$ cat src/rtl/oversampled_demodulator.sv
// Oversampled serial receiver: recovers symbol timing from line transitions, hunts for a
// sync word, then deserializes a fixed number of code words per frame.
module oversampled_demodulator #(
  parameter int unsigned           OSR         = 8,
  parameter int unsigned           WORD_W      = 7,
  parameter int unsigned           SYNC_W      = 8,
  parameter logic [SYNC_W-1:0]     SYNC_WORD   = 8'hE4,
  parameter int unsigned           FRAME_WORDS = 4,
  parameter int unsigned           RUN_LIMIT   = 16
) (
  input  logic              clk,
  input  logic              reset,
  input  logic              data_i,
  output logic [WORD_W-1:0] data_o,
  output logic              valid_o,
  output logic              locked_o,
  output logic              err_o
);

  localparam int unsigned PhW    = $clog2(OSR);
  localparam int unsigned RunMax = RUN_LIMIT * OSR;
  localparam int unsigned RunW   = $clog2(RunMax + 1);
  localparam int unsigned BitW   = $clog2(WORD_W + 1);
  localparam int unsigned WcntW  = $clog2(FRAME_WORDS + 1);

  localparam logic [PhW-1:0]   SamplePh = PhW'(OSR / 2 + 1);
  localparam logic [PhW-1:0]   LastPh   = PhW'(OSR - 1);
  localparam logic [RunW-1:0]  RunLast  = RunW'(RunMax - 1);
  localparam logic [BitW-1:0]  BitLast  = BitW'(WORD_W - 1);
  localparam logic [WcntW-1:0] WordLast = WcntW'(FRAME_WORDS - 1);

  typedef enum logic [0:0] {StHunt, StLocked} state_e;

  // Line conditioning and symbol timing
  logic           sync1_q;
  logic           s_q;
  logic [1:0]     smp_q;     // smp_q[0] is s delayed one cycle
  logic [PhW-1:0] ph_q;
  logic [PhW-1:0] cur_ph;
  logic           edge_det;
  logic           maj;
  logic           bit_q;
  logic           bit_stb_q;

  assign edge_det = s_q ^ smp_q[0];
  assign cur_ph   = edge_det ? '0 : ph_q;
  assign maj      = (smp_q[1] & smp_q[0]) | (smp_q[1] & s_q) | (smp_q[0] & s_q);

  always_ff @(posedge clk or negedge reset) begin
    if (!reset) begin
      sync1_q   <= 1'b0;
      s_q       <= 1'b0;
      smp_q     <= '0;
      ph_q      <= '0;
      bit_q     <= 1'b0;
      bit_stb_q <= 1'b0;
    end else begin
      sync1_q <= data_i;
      s_q     <= sync1_q;
      smp_q   <= {smp_q[0], s_q};
      // The edge cycle itself is phase 0, so the counter resumes at 1.
      if (edge_det) begin
        ph_q <= PhW'(1);
      end else if (ph_q == LastPh) begin
        ph_q <= '0;
      end else begin
        ph_q <= ph_q + 1'b1;
      end
      bit_stb_q <= (cur_ph == SamplePh);
      bit_q     <= maj;
    end
  end

  // Framing
  state_e            state_q;
  logic [SYNC_W-1:0] sync_sr_q;
  logic [SYNC_W-1:0] sync_next;
  logic [WORD_W-1:0] word_sr_q;
  logic [WORD_W-1:0] word_next;
  logic [BitW-1:0]   bit_cnt_q;
  logic [WcntW-1:0]  word_cnt_q;
  logic [RunW-1:0]   run_cnt_q;
  logic              timeout;
  logic              word_done;
  logic              frame_done;

  assign sync_next  = SYNC_W'({sync_sr_q, bit_q});
  assign word_next  = WORD_W'({word_sr_q, bit_q});
  assign timeout    = (state_q == StLocked) && !edge_det && (run_cnt_q == RunLast);
  assign word_done  = bit_stb_q && (bit_cnt_q == BitLast);
  assign frame_done = (word_cnt_q == WordLast);

  always_ff @(posedge clk or negedge reset) begin
    if (!reset) begin
      state_q    <= StHunt;
      sync_sr_q  <= '0;
      word_sr_q  <= '0;
      bit_cnt_q  <= '0;
      word_cnt_q <= '0;
      run_cnt_q  <= '0;
      data_o     <= '0;
      valid_o    <= 1'b0;
      locked_o   <= 1'b0;
      err_o      <= 1'b0;
    end else begin
      valid_o  <= 1'b0;
      err_o    <= 1'b0;
      locked_o <= (state_q == StLocked);
      unique case (state_q)
        StHunt: begin
          if (bit_stb_q) begin
            sync_sr_q <= sync_next;
            if (sync_next == SYNC_WORD) begin
              state_q    <= StLocked;
              word_sr_q  <= '0;
              bit_cnt_q  <= '0;
              word_cnt_q <= '0;
              run_cnt_q  <= '0;
            end
          end
        end
        StLocked: begin
          run_cnt_q <= edge_det ? '0 : run_cnt_q + 1'b1;
          // A timeout beats a word completing in the same cycle.
          if (timeout) begin
            err_o      <= 1'b1;
            state_q    <= StHunt;
            sync_sr_q  <= '0;
            bit_cnt_q  <= '0;
            word_cnt_q <= '0;
            run_cnt_q  <= '0;
          end else if (bit_stb_q) begin
            word_sr_q <= word_next;
            if (word_done) begin
              data_o    <= word_next;
              valid_o   <= 1'b1;
              bit_cnt_q <= '0;
              if (frame_done) begin
                state_q    <= StHunt;
                sync_sr_q  <= '0;
                word_cnt_q <= '0;
                run_cnt_q  <= '0;
              end else begin
                word_cnt_q <= word_cnt_q + 1'b1;
              end
            end else begin
              bit_cnt_q <= bit_cnt_q + 1'b1;
            end
          end
        end
        default: state_q <= StHunt;
      endcase
    end
  end

endmodule

$ cat config.mk
export PLATFORM = sky130hd
export DESIGN_NAME = oversampled_demodulator
export DESIGN_NICKNAME = d
export VERILOG_FILES = /design/src/rtl/oversampled_demodulator.sv
export SDC_FILE = /design/constraint.sdc
export NUM_CORES = 1
export LEC_CHECK = 0
export ABC_AREA = 1
export CAP_MARGIN = 20
export CELL_PAD_IN_SITES_DETAIL_PLACEMENT = 0
export CELL_PAD_IN_SITES_GLOBAL_PLACEMENT = 1
export CORE_UTILIZATION = 40
export CTS_BUF_LIST = sky130_fd_sc_hd__clkbuf_8
export DETAILED_ROUTE_END_ITERATION = 10
export GPL_TIMING_DRIVEN = 0
export PLACE_DENSITY_LB_ADDON = 0.3
export SLEW_MARGIN = 20
export SYNTH_ARGS = -nofsm -noshare
export SYNTH_HDL_FRONTEND = slang
export SYNTH_SLANG_ARGS = --single-unit
$ cat constraint.sdc
create_clock -name clk -period 1.4 [get_ports clk]
set_input_delay 0.28 -clock clk [delete_from_list [all_inputs] [get_ports clk]]
set_output_delay 0.28 -clock clk [all_outputs]
set_load 0.02 [all_outputs]
======== Word-level counts from Yosys, hierarchy flattened ========
Cells that the tools add are included.
cells by class
  equal/unequal tests ..................... 13
  muxes and demuxes ....................... 46
  add/sub/neg operators ................... 4
  reduce and logical (&&, ||, !) cells .... 10
  bitwise gates (word level) .............. 8
operator list
  cell                   count
  $mux W8                7
  $mux W3                12
  $mux W7                5
  $mux W6                4
  $pmux W8 S2            1
  $reduce_and A4 Y1      4
  $pmux W7 S2            1
  $mux W1                12
  $pmux W3 S2            2
  $pmux W6 S2            1
  $add A3 B1 Y3 const B  3
  $eq A3 B3 Y1 const B   3
  $add A8 B1 Y8 const B  1
  $eq A8 B7 Y1 const B   1
  $eq A8 B8 Y1 const B   1
  $ne A2 B2 Y1 const B   4
  $ne A3 B1 Y1 const B   2
  $and A1 B1 Y1          3
  $eq A3 B2 Y1 const B   1
  $logic_and A1 B1 Y1    3
  $ne A3 B2 Y1 const B   1
  $reduce_and A3 Y1      1
  $not A1 Y1             2
  $or A1 B1 Y1           2
  4 further kinds        4
storage, ports and cells
  output and inout bits ................... 10
  input bits .............................. 3
  word-level logic and storage cells ...... 97
  register bits ........................... 47

======== Longest topological paths before layout ========
  depth in word-level cells ............... 7
  mapped depth ............................ 10
  gate-level depth less buffers ........... 10

======== Least setup slack after synthesis ========
No wires, ideal clock.
  kind .................................... register to register
  from .................................... reg s_q
  to ...................................... reg data_o[3]
  period minus slack after synthesis ...... 1,576 ps
  data required time ...................... 1,283 ps
  buffers on the path ..................... 1
  library setup time ...................... 117 ps
  data arrival time ....................... 1,459 ps
  slack ................................... -176 ps
  stages on the path, launching flop included .. 10
  path through ............................ dfrtp_1 > ha_1 > nor2_2 > nand3_4 > nand2_4 > nor2_4 > clkinv_4 > buf_12 > nand2_2 > o21ai_2
on the way
  longest elaborated chain between the ends .. 6
RTL lines
  item                              line  RTL
  from (decl)                       36    logic s_q;
  from (signal assigned)            59    s_q <= sync1_q;
  $xor A1 B1 Y1                     45    assign edge_det = s_q ^ smp_q[0];
  $logic_not A1 Y1                  89    assign timeout = (state_q == StLocked) && !edge_det && (run_cnt_q == RunLast);
  $logic_and A1 B1 Y1 (2 in a row)  89
  $not A1 Y1 (no line)              --
  $reduce_and A4 Y1 (no line)       --
  to (signal assigned)              135   data_o <= word_next;
  to (decl)                         14    output logic [WORD_W-1:0] data_o,
No other way between the ends.
A chain may end at the register's enable or synchronous reset.

======== Worst setup path after layout ========
Ends and elaborated chain as after synthesis.

==> metrics.yaml <==
grt:
  antenna_found_initial: 0
  globalRouteTotalUtil_pct: 17.7
  vias_in_the_first_global_route: 1857
  wire_length_of_the_first_global_routing_pass_um: 8140
  pin_count_of_the_biggest_net_entering_global_routing: 28
  globalRoute.totalOverflow: 0
setup_path:
  setup.worst_path.end_class: "flip-flop"
  rr_startpoint: "s_q"
  timing.critical_path.from_type: "flip-flop"
  most_prevalent_standard_cell_on_the_critical_path: "sky130_fd_sc_hd__nor2_4"
  crit_cells: 9
  arrival_ns: 1.74
  crit_slowest_cell: "sky130_fd_sc_hd__dfrtp_1"
  timing_worst_setup_path_type: "flip-flop to flip-flop"
  path_buf_inv: 2
  timing.rr.end: "data_o[3]"
  worstSetupStartpoint: "s_q"
  crit_path_max_fanout: 5
  crit_path_cell_trace: "ha_4 -> nor2_4 -> nand3_4 -> nand2_8 -> nor2_4 -> clkinv_4 -> buf_12 -> nand2_4 -> o21ai_2"
  critical_path.endpoint: "data_o[3]"
  critPathRequiredTime_ns: 1.60
  cpLargestDelayFamily: "flip-flops"
  ff2ff_setup_slack_ns: -0.13
  r2r.worst_path.cells: 9
  slowest_delay_ns: 0.42
synthesis:
  syn_inst: 251
  synth_area_leader_cell: "sky130_fd_sc_hd__dfrtp_1"
  synth-seq-cells: 47
  avg_synthesized_cell_area_sq_um: 8.87
  post_synth_main_area_contributors: "sky130_fd_sc_hd__dfrtp_1, sky130_fd_sc_hd__nand2_1, sky130_fd_sc_hd__inv_1"
  yosys_warnings: 0
  postSynthNetCount: 261
  seq_area_frac_synth_pct: 52.8
  syn-cell-area_sq_mm: 0.00223
  synthDistinctLibCells: 27
  yosysTopAreaCellShare_pct: 52.8
sta:
  worst_pin_slew_ns: 0.507
  max_slew_margin_pct: 66.2
  achievable-frequency_mhz: 652
  finalSetupViolCount: 33
  finalCriticalPeriod_ns: 1.53
  final.period_utilization_pct: 110
  fin_setup_tns_ns: -2.93
  final_report_max_slew_violation_count: 0
  hold_violations: 0
  final.setup_skew_ns: 0.00860
  rsz0062_at_grt: "yes"
  finalWorstSetupSlack_ns: -0.134
final_layout:
  fillerInstances: 486
  antennaDiodeCount: 0
  layout_stage_area_growth_over_the_synthesis_result_pct: 36.7
  finalNetCount: 314
  layout-drive-gt1-share_pct: 34.8
  instances_no_fill: 375
die:
  chipHeight_um: 76.6
  num_rows: 26
  initial_utilization_pct: 42.5
  die-area_sq_mm: 0.00587
  io_pins: 13
  coreArea_sq_mm: 0.00524
  die_width_um: 76.6
routing:
  ant_nets: 0
  wl_per_cell_um: 12.5
  firstDrtPassIters: 4
  finalWirelength_um: 4680
  vias_per_cell: 4.75
  drt_drc_violations_left: 0
  initialDrtViolationCount: 86
  detailroute.via_count: 1783
worst_hold_path:
  hold_path_class: "flip-flop to flip-flop"
power:
  ir_drop_uv: 423
  power_density_mw_per_mm2: 852
  power_leakage_uw: 0.00148
  internal_power_uw: 1900
  p_sw_share_pct: 26.8
  power_frac_clock_pct: 31.4
  switching_power_uw: 696
  comb_power_share_pct: 10.5
  share_seq_of_total_power_pct: 58.1
clock_tree:
  cts-root-to-sink-buffers: 2
  cts_tree: "yes"
  tritoncts_num_sinks: 47
  cts-buffers-inserted: 5
  clk_latency_ns: 0.30
  clk_transition_reported_paths_ns: 0.09
  cts_root_buffer: "sky130_fd_sc_hd__clkbuf_8"
  ctsHtreeMaxLevel: 2
placement:
  dp_cells: 334
  detailedPlacementHpwl_um: 2940
  port_buffers: 12
  gpl.final_weighted_congestion: 0.813
run_status:
  violations: "setup timing"
  run_status: "complete, but fails checks"
run:
  drv.max_cap_violation_count: 0
## placed cells by master (no fill, tap or decap), types with 4 or more instances in the layout
master                          instances
sky130_fd_sc_hd__buf_6                  4
sky130_fd_sc_hd__nor2_1                 9
sky130_fd_sc_hd__nand2_4                7
sky130_fd_sc_hd__buf_4                 27
sky130_fd_sc_hd__nand3_1               18
sky130_fd_sc_hd__dfrtp_1               46
sky130_fd_sc_hd__o21ai_2                8
sky130_fd_sc_hd__inv_2                  8
sky130_fd_sc_hd__nand2_2                9
sky130_fd_sc_hd__nor2_4                 5
sky130_fd_sc_hd__dlygate4sd2_1         10
sky130_fd_sc_hd__nand4_1                6
sky130_fd_sc_hd__nand2_1               59
sky130_fd_sc_hd__o31ai_1                5
sky130_fd_sc_hd__o21ai_1                5
sky130_fd_sc_hd__nand3_4                4
sky130_fd_sc_hd__inv_1                 25
sky130_fd_sc_hd__clkbuf_8               5
sky130_fd_sc_hd__ha_1                   4
## registers in the layout, indices dropped and copies added (netlist names), 2 cells and up
register / flops
run_cnt_q: 8
sync_sr_q: 7
data_o: 7
word_cnt_q: 3
bit_cnt_q: 3
smp_q: 2
word_sr_q: 6
ph_q: 3
## power groups by stage
stage | registers, uW | logic, uW | clock network [uW]
finish | 1510 | 272 | 815
global route | 1520 | 320 | 891
CTS | 1510 | 238 | 831
detailed placement | 1530 | 202 | 0
global placement | 1530 | 195 | 0
floorplan | 1520 | 137 | 0
## final cells by class
class	count	area (sq um)	share of cell area, %
plain buffers	5	55.1	1.81
multi-input cells	162	1060	34.8
clock buffers	5	68.8	2.26
repair buffers	46	425	14.0
flip-flops and latches	47	1180	38.7
clock inverters	3	16.3	0.534
well taps	70	87.6	2.88
inverters	37	155	5.10
## worst min path at each step
| stage | startpoint | to | slack [ns] | cells past startpoint |
|---|---|---|---|---|
| 6_report | sync1_q | s_q | 0.35 | 0 |
| 4_1_cts | sync1_q | s_q | 0.36 | 0 |
| 5_1_grt | sync1_q | s_q | 0.37 | 0 |
| 3_3_place_gp | sync1_q | s_q | 0.33 | 0 |
| 3_5_place_dp | reset | data_o[5] | 0.29 | 1 |
| 2_1_floorplan | reset | bit_cnt_q[0] | -0.02 | 0 |
## worst reg2reg max path, cell delays in order, from the launching register on
cell and delay [ns]:
sky130_fd_sc_hd__dfrtp_1 0.42, sky130_fd_sc_hd__ha_4 0.30, sky130_fd_sc_hd__nor2_4 0.04, sky130_fd_sc_hd__nand3_4 0.12
sky130_fd_sc_hd__nand2_8 0.08, sky130_fd_sc_hd__nor2_4 0.14, sky130_fd_sc_hd__clkinv_4 0.10, sky130_fd_sc_hd__buf_12 0.15
sky130_fd_sc_hd__nand2_4 0.05, sky130_fd_sc_hd__o21ai_2 0.04
## cells in the mapped netlist, drive strengths merged
cell type / number
o211ai: 1
or2: 2
clkinv: 2
o21ai: 16
a21oi: 3
xor2: 2
nor3: 1
ha: 7
nand2: 76
o31ai: 6
dfrtp: 47
nand3: 25
buf: 5
nand4: 6
nor2: 17
inv: 35
## logic make-up after synthesis
family | share of synthesized area, %
AO/OA/AOI/OAI | 7.64
AND/OR/NAND/NOR | 26.6
adder cells (fa/ha/maj) | 3.93
flip-flops | 52.8
buffers and inverters | 8.26
XOR/XNOR | 0.787
## layer usage
metal / GRT usage, % / vias to the layer above / wire length, um
li1: - / 900 / -
met1: 20.2 / 856 / 2090
met2: 32.8 / 19 / 2410
met3: 2.75 / 8 / 94
met4: 7.12 / 0 / 75
met5: 0 / - / 0
## per-stage QoR
stage	hold WS, ns	total power (uW)	cell area, sq um	worst slack [ns]	util, %
after floorplan	-0.0156	1650	2250	-0.140	-
after global placement	0.335	1730	2460	-1.31	46.9
after detailed placement	0.287	1730	2470	-0.341	47.2
after CTS	0.357	2580	2880	-0.128	55.0
after global routing	0.374	2730	3040	-0.200	58.1
final	0.355	2590	3040	-0.134	58.1
## what timing repair did
action	in CTS	in global routing
setup endpoints to repair	45	35
resized for setup	42	29
hold buffers	1	0
endpoints found under the hold margin	20	0
buffers inserted	24	8
cloned	1	1
pin swaps	11	9
Power figures use the tool's default switching activity.
